===== config.mk =====
export PLATFORM = sky130hd
export DESIGN_NAME = mem_port_arbiter_flat
export DESIGN_NICKNAME = d
export VERILOG_FILES = /design/src/rtl/mem_port_arbiter_if.sv /design/src/rtl/mem_port_arbiter.sv /design/src/flat_wrapper.sv
export SDC_FILE = /design/constraint.sdc
export NUM_CORES = 1
export LEC_CHECK = 0
export BUFFER_PORTS_ARGS = -buffer_cell sky130_fd_sc_hd__buf_4
export CORE_MARGIN = 8
export CORE_UTILIZATION = 47
export DETAILED_ROUTE_END_ITERATION = 8
export GPL_TIMING_DRIVEN = 1
export PLACE_DENSITY = 0.8
export SLEW_MARGIN = 0
export SYNTH_ARGS = -nofsm -noshare
export SYNTH_HDL_FRONTEND = slang
export SYNTH_SLANG_ARGS = --single-unit
export TNS_END_PERCENT = 5

===== constraint.sdc =====
create_clock -name clk -period 6.2 [get_ports clk]
set_input_delay 0.31 -clock clk [delete_from_list [all_inputs] [get_ports clk]]
set_output_delay 0.31 -clock clk [all_outputs]
set_load 0.005 [all_outputs]

===== src/rtl/mem_port_arbiter_if.sv =====
// mem_port_arbiter_if
// Groups the requester handshakes, the RAM port and the user IO ports of the
// memory port arbiter into a single bundle.
//   if_*  : instruction fetch request/ack with read data
//   dm_*  : load/store request/ack with write and read data
//   ram_* : single-port synchronous RAM address/data/strobes
//   io_*  : memory-mapped user input ports and registered output port
// The arbiter connects through the slave modport; the environment (requesters,
// RAM and IO) uses the master modport.
interface mem_port_arbiter_if;
    logic        if_req;
    logic [31:0] if_addr;
    logic [31:0] if_rdata;
    logic        if_ack;

    logic        dm_req;
    logic        dm_we;
    logic [31:0] dm_addr;
    logic [31:0] dm_wdata;
    logic [31:0] dm_rdata;
    logic        dm_ack;

    logic [31:0] ram_addr;
    logic [31:0] ram_wdata;
    logic        ram_re;
    logic        ram_we;
    logic [31:0] ram_rdata;

    logic [31:0] io_in0;
    logic [31:0] io_in1;
    logic [31:0] io_out;

    modport slave (
        input  if_req, if_addr,
        output if_rdata, if_ack,
        input  dm_req, dm_we, dm_addr, dm_wdata,
        output dm_rdata, dm_ack,
        output ram_addr, ram_wdata, ram_re, ram_we,
        input  ram_rdata,
        input  io_in0, io_in1,
        output io_out
    );

    modport master (
        output if_req, if_addr,
        input  if_rdata, if_ack,
        output dm_req, dm_we, dm_addr, dm_wdata,
        input  dm_rdata, dm_ack,
        input  ram_addr, ram_wdata, ram_re, ram_we,
        output ram_rdata,
        output io_in0, io_in1,
        input  io_out
    );
endinterface


===== src/rtl/mem_port_arbiter.sv =====
// mem_port_arbiter
// Shares one single-port synchronous RAM between instruction fetch (IF) and
// the load/store unit (DM). Each access runs IDLE -> ISSUE -> WAIT -> DONE
// (reads), IDLE -> ISSUE -> DONE (writes) or IDLE -> DONE (DM accesses to the
// memory-mapped user ports), and completes with a one-cycle ack pulse.
// Ports:
//   clk  : system clock, rising edge
//   rst  : asynchronous active-high reset
//   bus  : slave side of mem_port_arbiter_if (requesters, RAM port, user IO)
// Parameters:
//   RD_LAT      : RAM read latency in cycles from the ram_re cycle (1..7)
//   IO_IN0_ADDR : DM read address of user port 0
//   IO_IN1_ADDR : DM read address of user port 1
//   IO_OUT_ADDR : DM write address of the output port
module mem_port_arbiter #(
    parameter int          RD_LAT      = 1,
    parameter logic [31:0] IO_IN0_ADDR = 32'h0000FFF8,
    parameter logic [31:0] IO_IN1_ADDR = 32'h0000FFFC,
    parameter logic [31:0] IO_OUT_ADDR = 32'h0000FFFC
) (
    input logic              clk,
    input logic              rst,
    mem_port_arbiter_if.slave bus
);

    typedef enum logic [1:0] {IDLE, ISSUE, WAIT, DONE} state_t;

    localparam logic       OWN_IF   = 1'b0;
    localparam logic       OWN_DM   = 1'b1;
    localparam logic [2:0] LAT_INIT = 3'(RD_LAT);

    state_t      state;
    logic        owner;
    logic        last_grant;
    logic [2:0]  lat_cnt;

    logic        grant_dm;
    logic        any_req;
    logic [31:0] sel_addr;
    logic [31:0] sel_wdata;
    logic        sel_we;
    logic        dm_io_rd;
    logic        dm_io_wr;
    logic        io_hit;

    // On a tie the requester that did not win last time is granted.
    assign any_req   = bus.if_req | bus.dm_req;
    assign grant_dm  = bus.dm_req & (~bus.if_req | (last_grant == OWN_IF));
    assign sel_addr  = grant_dm ? bus.dm_addr : bus.if_addr;
    assign sel_wdata = grant_dm ? bus.dm_wdata : 32'h0;
    assign sel_we    = grant_dm & bus.dm_we;

    // Only DM accesses are IO-decoded. Writes to the input port addresses are
    // swallowed (acked without effect) rather than reaching RAM.
    assign dm_io_rd  = (bus.dm_addr == IO_IN0_ADDR) || (bus.dm_addr == IO_IN1_ADDR);
    assign dm_io_wr  = dm_io_rd || (bus.dm_addr == IO_OUT_ADDR);
    assign io_hit    = grant_dm && (bus.dm_we ? dm_io_wr : dm_io_rd);

    // The ram_addr/ram_wdata/ram_we registers double as the latched request:
    // loaded on grant, driven during ISSUE, cleared on leaving ISSUE.
    always_ff @(posedge clk or posedge rst) begin
        if (rst) begin
            state         <= IDLE;
            owner         <= OWN_IF;
            last_grant    <= OWN_DM;
            lat_cnt       <= 3'd0;
            bus.if_rdata  <= 32'h0;
            bus.if_ack    <= 1'b0;
            bus.dm_rdata  <= 32'h0;
            bus.dm_ack    <= 1'b0;
            bus.ram_addr  <= 32'h0;
            bus.ram_wdata <= 32'h0;
            bus.ram_re    <= 1'b0;
            bus.ram_we    <= 1'b0;
            bus.io_out    <= 32'h0;
        end else begin
            case (state)
                IDLE: begin
                    if (any_req) begin
                        owner      <= grant_dm;
                        last_grant <= grant_dm;
                        if (io_hit) begin
                            if (bus.dm_we) begin
                                if (bus.dm_addr == IO_OUT_ADDR) begin
                                    bus.io_out <= bus.dm_wdata;
                                end
                            end else if (bus.dm_addr == IO_IN0_ADDR) begin
                                bus.dm_rdata <= bus.io_in0;
                            end else begin
                                bus.dm_rdata <= bus.io_in1;
                            end
                            bus.dm_ack <= 1'b1;
                            state      <= DONE;
                        end else begin
                            bus.ram_addr  <= sel_addr;
                            bus.ram_wdata <= sel_wdata;
                            bus.ram_re    <= ~sel_we;
                            bus.ram_we    <= sel_we;
                            state         <= ISSUE;
                        end
                    end
                end
                ISSUE: begin
                    bus.ram_addr  <= 32'h0;
                    bus.ram_wdata <= 32'h0;
                    bus.ram_re    <= 1'b0;
                    bus.ram_we    <= 1'b0;
                    if (bus.ram_we) begin
                        bus.if_ack <= (owner == OWN_IF);
                        bus.dm_ack <= (owner == OWN_DM);
                        state      <= DONE;
                    end else begin
                        lat_cnt <= LAT_INIT;
                        state   <= WAIT;
                    end
                end
                WAIT: begin
                    if (lat_cnt == 3'd1) begin
                        if (owner == OWN_IF) begin
                            bus.if_rdata <= bus.ram_rdata;
                        end else begin
                            bus.dm_rdata <= bus.ram_rdata;
                        end
                        bus.if_ack <= (owner == OWN_IF);
                        bus.dm_ack <= (owner == OWN_DM);
                        state      <= DONE;
                    end else begin
                        lat_cnt <= lat_cnt - 3'd1;
                    end
                end
                DONE: begin
                    bus.if_ack <= 1'b0;
                    bus.dm_ack <= 1'b0;
                    state      <= IDLE;
                end
                default: begin
                    state <= IDLE;
                end
            endcase
        end
    end

endmodule


===== src/flat_wrapper.sv =====
// flat-port wrapper written by rule: the top's interface ports become plain ports
module mem_port_arbiter_flat 
#(
    parameter int          RD_LAT      = 1,
    parameter logic [31:0] IO_IN0_ADDR = 32'h0000FFF8,
    parameter logic [31:0] IO_IN1_ADDR = 32'h0000FFFC,
    parameter logic [31:0] IO_OUT_ADDR = 32'h0000FFFC
)
  (clk, rst, bus_if_req, bus_if_addr, bus_if_rdata, bus_if_ack, bus_dm_req, bus_dm_we, bus_dm_addr, bus_dm_wdata, bus_dm_rdata, bus_dm_ack, bus_ram_addr, bus_ram_wdata, bus_ram_re, bus_ram_we, bus_ram_rdata, bus_io_in0, bus_io_in1, bus_io_out);
  mem_port_arbiter_if bus_i ();
  input logic clk;
  input logic rst;
  input wire logic [$bits(bus_i.if_req)-1:0] bus_if_req;
  input wire logic [$bits(bus_i.if_addr)-1:0] bus_if_addr;
  output wire logic [$bits(bus_i.if_rdata)-1:0] bus_if_rdata;
  output wire logic [$bits(bus_i.if_ack)-1:0] bus_if_ack;
  input wire logic [$bits(bus_i.dm_req)-1:0] bus_dm_req;
  input wire logic [$bits(bus_i.dm_we)-1:0] bus_dm_we;
  input wire logic [$bits(bus_i.dm_addr)-1:0] bus_dm_addr;
  input wire logic [$bits(bus_i.dm_wdata)-1:0] bus_dm_wdata;
  output wire logic [$bits(bus_i.dm_rdata)-1:0] bus_dm_rdata;
  output wire logic [$bits(bus_i.dm_ack)-1:0] bus_dm_ack;
  output wire logic [$bits(bus_i.ram_addr)-1:0] bus_ram_addr;
  output wire logic [$bits(bus_i.ram_wdata)-1:0] bus_ram_wdata;
  output wire logic [$bits(bus_i.ram_re)-1:0] bus_ram_re;
  output wire logic [$bits(bus_i.ram_we)-1:0] bus_ram_we;
  input wire logic [$bits(bus_i.ram_rdata)-1:0] bus_ram_rdata;
  input wire logic [$bits(bus_i.io_in0)-1:0] bus_io_in0;
  input wire logic [$bits(bus_i.io_in1)-1:0] bus_io_in1;
  output wire logic [$bits(bus_i.io_out)-1:0] bus_io_out;
  assign bus_i.if_req = bus_if_req;
  assign bus_i.if_addr = bus_if_addr;
  assign bus_if_rdata = bus_i.if_rdata;
  assign bus_if_ack = bus_i.if_ack;
  assign bus_i.dm_req = bus_dm_req;
  assign bus_i.dm_we = bus_dm_we;
  assign bus_i.dm_addr = bus_dm_addr;
  assign bus_i.dm_wdata = bus_dm_wdata;
  assign bus_dm_rdata = bus_i.dm_rdata;
  assign bus_dm_ack = bus_i.dm_ack;
  assign bus_ram_addr = bus_i.ram_addr;
  assign bus_ram_wdata = bus_i.ram_wdata;
  assign bus_ram_re = bus_i.ram_re;
  assign bus_ram_we = bus_i.ram_we;
  assign bus_i.ram_rdata = bus_ram_rdata;
  assign bus_i.io_in0 = bus_io_in0;
  assign bus_i.io_in1 = bus_io_in1;
  assign bus_io_out = bus_i.io_out;
  mem_port_arbiter #(.RD_LAT(RD_LAT), .IO_IN0_ADDR(IO_IN0_ADDR), .IO_IN1_ADDR(IO_IN1_ADDR), .IO_OUT_ADDR(IO_OUT_ADDR)) u_core (.clk(clk), .rst(rst), .bus(bus_i));
endmodule

==> metrics.cfg <==
[outcome]
outcome = finished, violations left
violations = hold timing

[yosys]
synth_compound_area_frac = 0.135
yosysWarnings = 0
syn_avg_cell_area_sq_um = 12.7
synth_top_cells_by_count = dfrtp_1, mux2_2, nand2_1, nor2_1, a22o_1
ys_ff_latch = 171
synth_xor_area_frac = 0
synth_cell_type_count = 42
yosysSeqAreaShare = 0.563
muxShareOfSynthArea = 0.184
synthSimpleGateAreaFrac = 0.0768
synth_top_area_share = 0.559
synthArstFlopShare = 1.00
yosysMostFrequentCell = dfrtp_1
synthCells = 597
synth_top_flop_cell = dfrtp_1
synth_area_leaders = dfrtp_1, mux2_2, a221o_1, mux2i_1, a22o_1
synth_fa_ha_area_frac = 0.00987
synth_area_sq_mm = 0.00761
synth_top_family_by_area = multiplexers
synth_top_area_cell = dfrtp_1
synth_nets = 800
synth_edf_count = 0

[die]
num_io_pins = 361
start_util = 0.481
die-area_sq_mm = 0.0205
rows = 46
fp.dieH_um = 143
core_sq_mm = 0.0158
fp.dieW_um = 143

[clock_tree]
path_clk_slew_ns = 0.07
cts_setup_buffers = 0
cts_buffers = 17
cts_tree = built
hold_buffers = 0
clk_path_buf_depth = 2
insertion_delay_ns = 0.43
cts_root_buf = clkbuf_16
post_cts_resized = 0
ctsHtreeMaxLevel = 4
clkSinkCount = 171

[placed_design]
dpl.hpwl_mm = 19.1
place_ws_ns = 3.27
gp_congestion = 0.870
port-buffer-count = 360

[global_route]
grt-busiest-layer = met2
grt_pass1_wl_mm = 38.6
grt_pass1_vias = 6936
grtUsageMet2 = 0.409
use_met1 = 0.282
antenna_found_initial = 0
gr-usage-met3 = 0.0815
grt_usage = 0.245
grt_overflow = 0
grt_max_degree = 70

[detailed_routing]
via_per_inst = 5.39
drtAntennaViolNets = 0
wl_per_cell_um = 21.7
dr.first_iter.drc_count = 338
vias = 6324
route.detailed.drc = 0
drtPass1Iterations = 5
wirelength_mm = 25.4

[timing]
worst_pin_slew_ns = 1.07
finalHoldViolations = 13
rsz0062_at_grt = no
period_share = 0.456
finalClockSkew_ns = 0.0150
fin_tns_setup_ns = 0
final_max_slew_viol_count = 0
fin_hold_ws_ns = -0.0134
relSlewSlack = 0.288
setup_violations = 0
fin_ws_ns = 3.37
period_minus_slack_ns = 2.83
clock.fmax_ghz = 0.354

[setup_path]
end_kind = register
arrival_ns = 3.15
startpoint_type = register
worstPathMaxFanout = 33
required_ns = 6.53
critPathKind = register to register
r2r_start = u_core.last_grant$_DFFE_PP1P_
critPathLaunch = u_core.last_grant$_DFFE_PP1P_

[pwr]
p_leak_nw = 5.70
vdd_ir_drop_max_v = 0.000263
power.density_mw_per_mm2 = 426

[finish]
final_core_util = 0.699
antenna_cells = 0
area_growth_syn_to_layout_pct = 45.5
layout-drive-gt1-share = 0.518
nets = 1147
fillers = 1151

[min_path]
hp-class = primary input to async pin

[job]
cap_viol_max_count = 0

-- worst paths after layout --
| check | to | slack [ns] | cells past startpoint |
|---|---|---|---|
| worst max-delay path | u_core.bus.ram_addr[25]$_DFFE_PP0P_ | 3.37 | 4 |
| worst min-delay path | u_core.bus.if_rdata[3]$_DFFE_PP0P_ | -0.01 | 2 |
| worst max register to register | u_core.bus.ram_addr[25]$_DFFE_PP0P_ | 3.37 | 4 |
| worst min register to register | u_core.bus.ram_addr[29]$_DFFE_PP0P_ | 0.49 | 1 |
| max in group asynchronous | u_core.state[1]$_DFFE_PP0P_ | 5.02 | 3 |
| min in group clk | u_core.last_grant$_DFFE_PP1P_ | 0.08 | 2 |
-- kinds of logic after synthesis --
group,after synthesis
buffers and inverters,50
multiplexers,128
adder cells (fa/ha/maj),6
AND/OR/NAND/NOR,123
AO/OA/AOI/OAI,119
flip-flops,171
-- critical path, stage by stage (launching register included) --
cell	delay (ns)
dfstp_2	0.55
a21bo_2	0.83
or4_4	0.34
nand2_1	0.62
o2bb2ai_1	0.38
-- state kept, by name, summed over array words and instances, names as in the netlist --
name                  count
u_core.bus.dm_ack         1
u_core.bus.dm_rdata      32
u_core.bus.if_ack         1
u_core.bus.if_rdata      32
u_core.bus.io_out        32
u_core.bus.ram_addr      32
u_core.bus.ram_re         1
u_core.bus.ram_wdata     32
u_core.bus.ram_we         1
u_core.last_grant         1
u_core.lat_cnt            3
u_core.owner              1
u_core.state              2
-- metal layers --
layer | vias up | share of wire
met3 | 50 | 0.086
met4 | 0 | 0.031
met1 | 3097 | 0.38
met2 | 272 | 0.50
li1 | 2905 | -
met5 | - | 0
-- cells in the final DEF, fill, tap and decap left out, drive strengths merged, types with 4 or more instances in the layout --
cell type | Yosys | layout
o2bb2ai | 31 | 31
a22o | 34 | 34
clkbuf | 19 | 18
o21ai | 8 | 8
clkinv | 0 | 4
nor4 | 4 | 4
nand4 | 4 | 4
ha | 6 | 6
or4 | 4 | 4
mux2 | 97 | 97
mux2i | 31 | 31
dfrtp | 170 | 170
nor2 | 39 | 39
nand3 | 4 | 4
a21oi | 6 | 6
buf | 22 | 369
a221o | 32 | 32
inv | 9 | 16
nand2 | 53 | 53
-- cell type report --
cell class | count | area, sq um | area share
tap | 216 | 270 | 0.0244
multi-input combinational | 376 | 3130 | 0.283
sequential | 171 | 4280 | 0.387
clock buffer | 18 | 439 | 0.0397
timing repair buffer | 369 | 2770 | 0.250
clock inverter | 14 | 135 | 0.0122
inverter | 9 | 38.8 | 0.00351
-- where the power goes --
group | switching [mW] | total [mW] | internal (mW) | leakage [nW]
Clock | 0.467 | 1.04 | 0.574 | 0.282
Combinational | 0.876 | 1.90 | 1.03 | 3.22
Sequential | 0.245 | 1.76 | 1.52 | 2.20
-- through the flow --
stage / instance area [sq um] / instances / power [mW]
after floorplan: 7610 / 597 / 2.68
final: 11100 / 1173 / 4.71
after CTS: 11100 / 1173 / 4.75
after detailed placement: 10500 / 1141 / 3.70
after global placement: 10500 / 1141 / 3.63
after global routing: 11100 / 1173 / 4.99
Note: power is estimated with default switching activity, not from simulation.
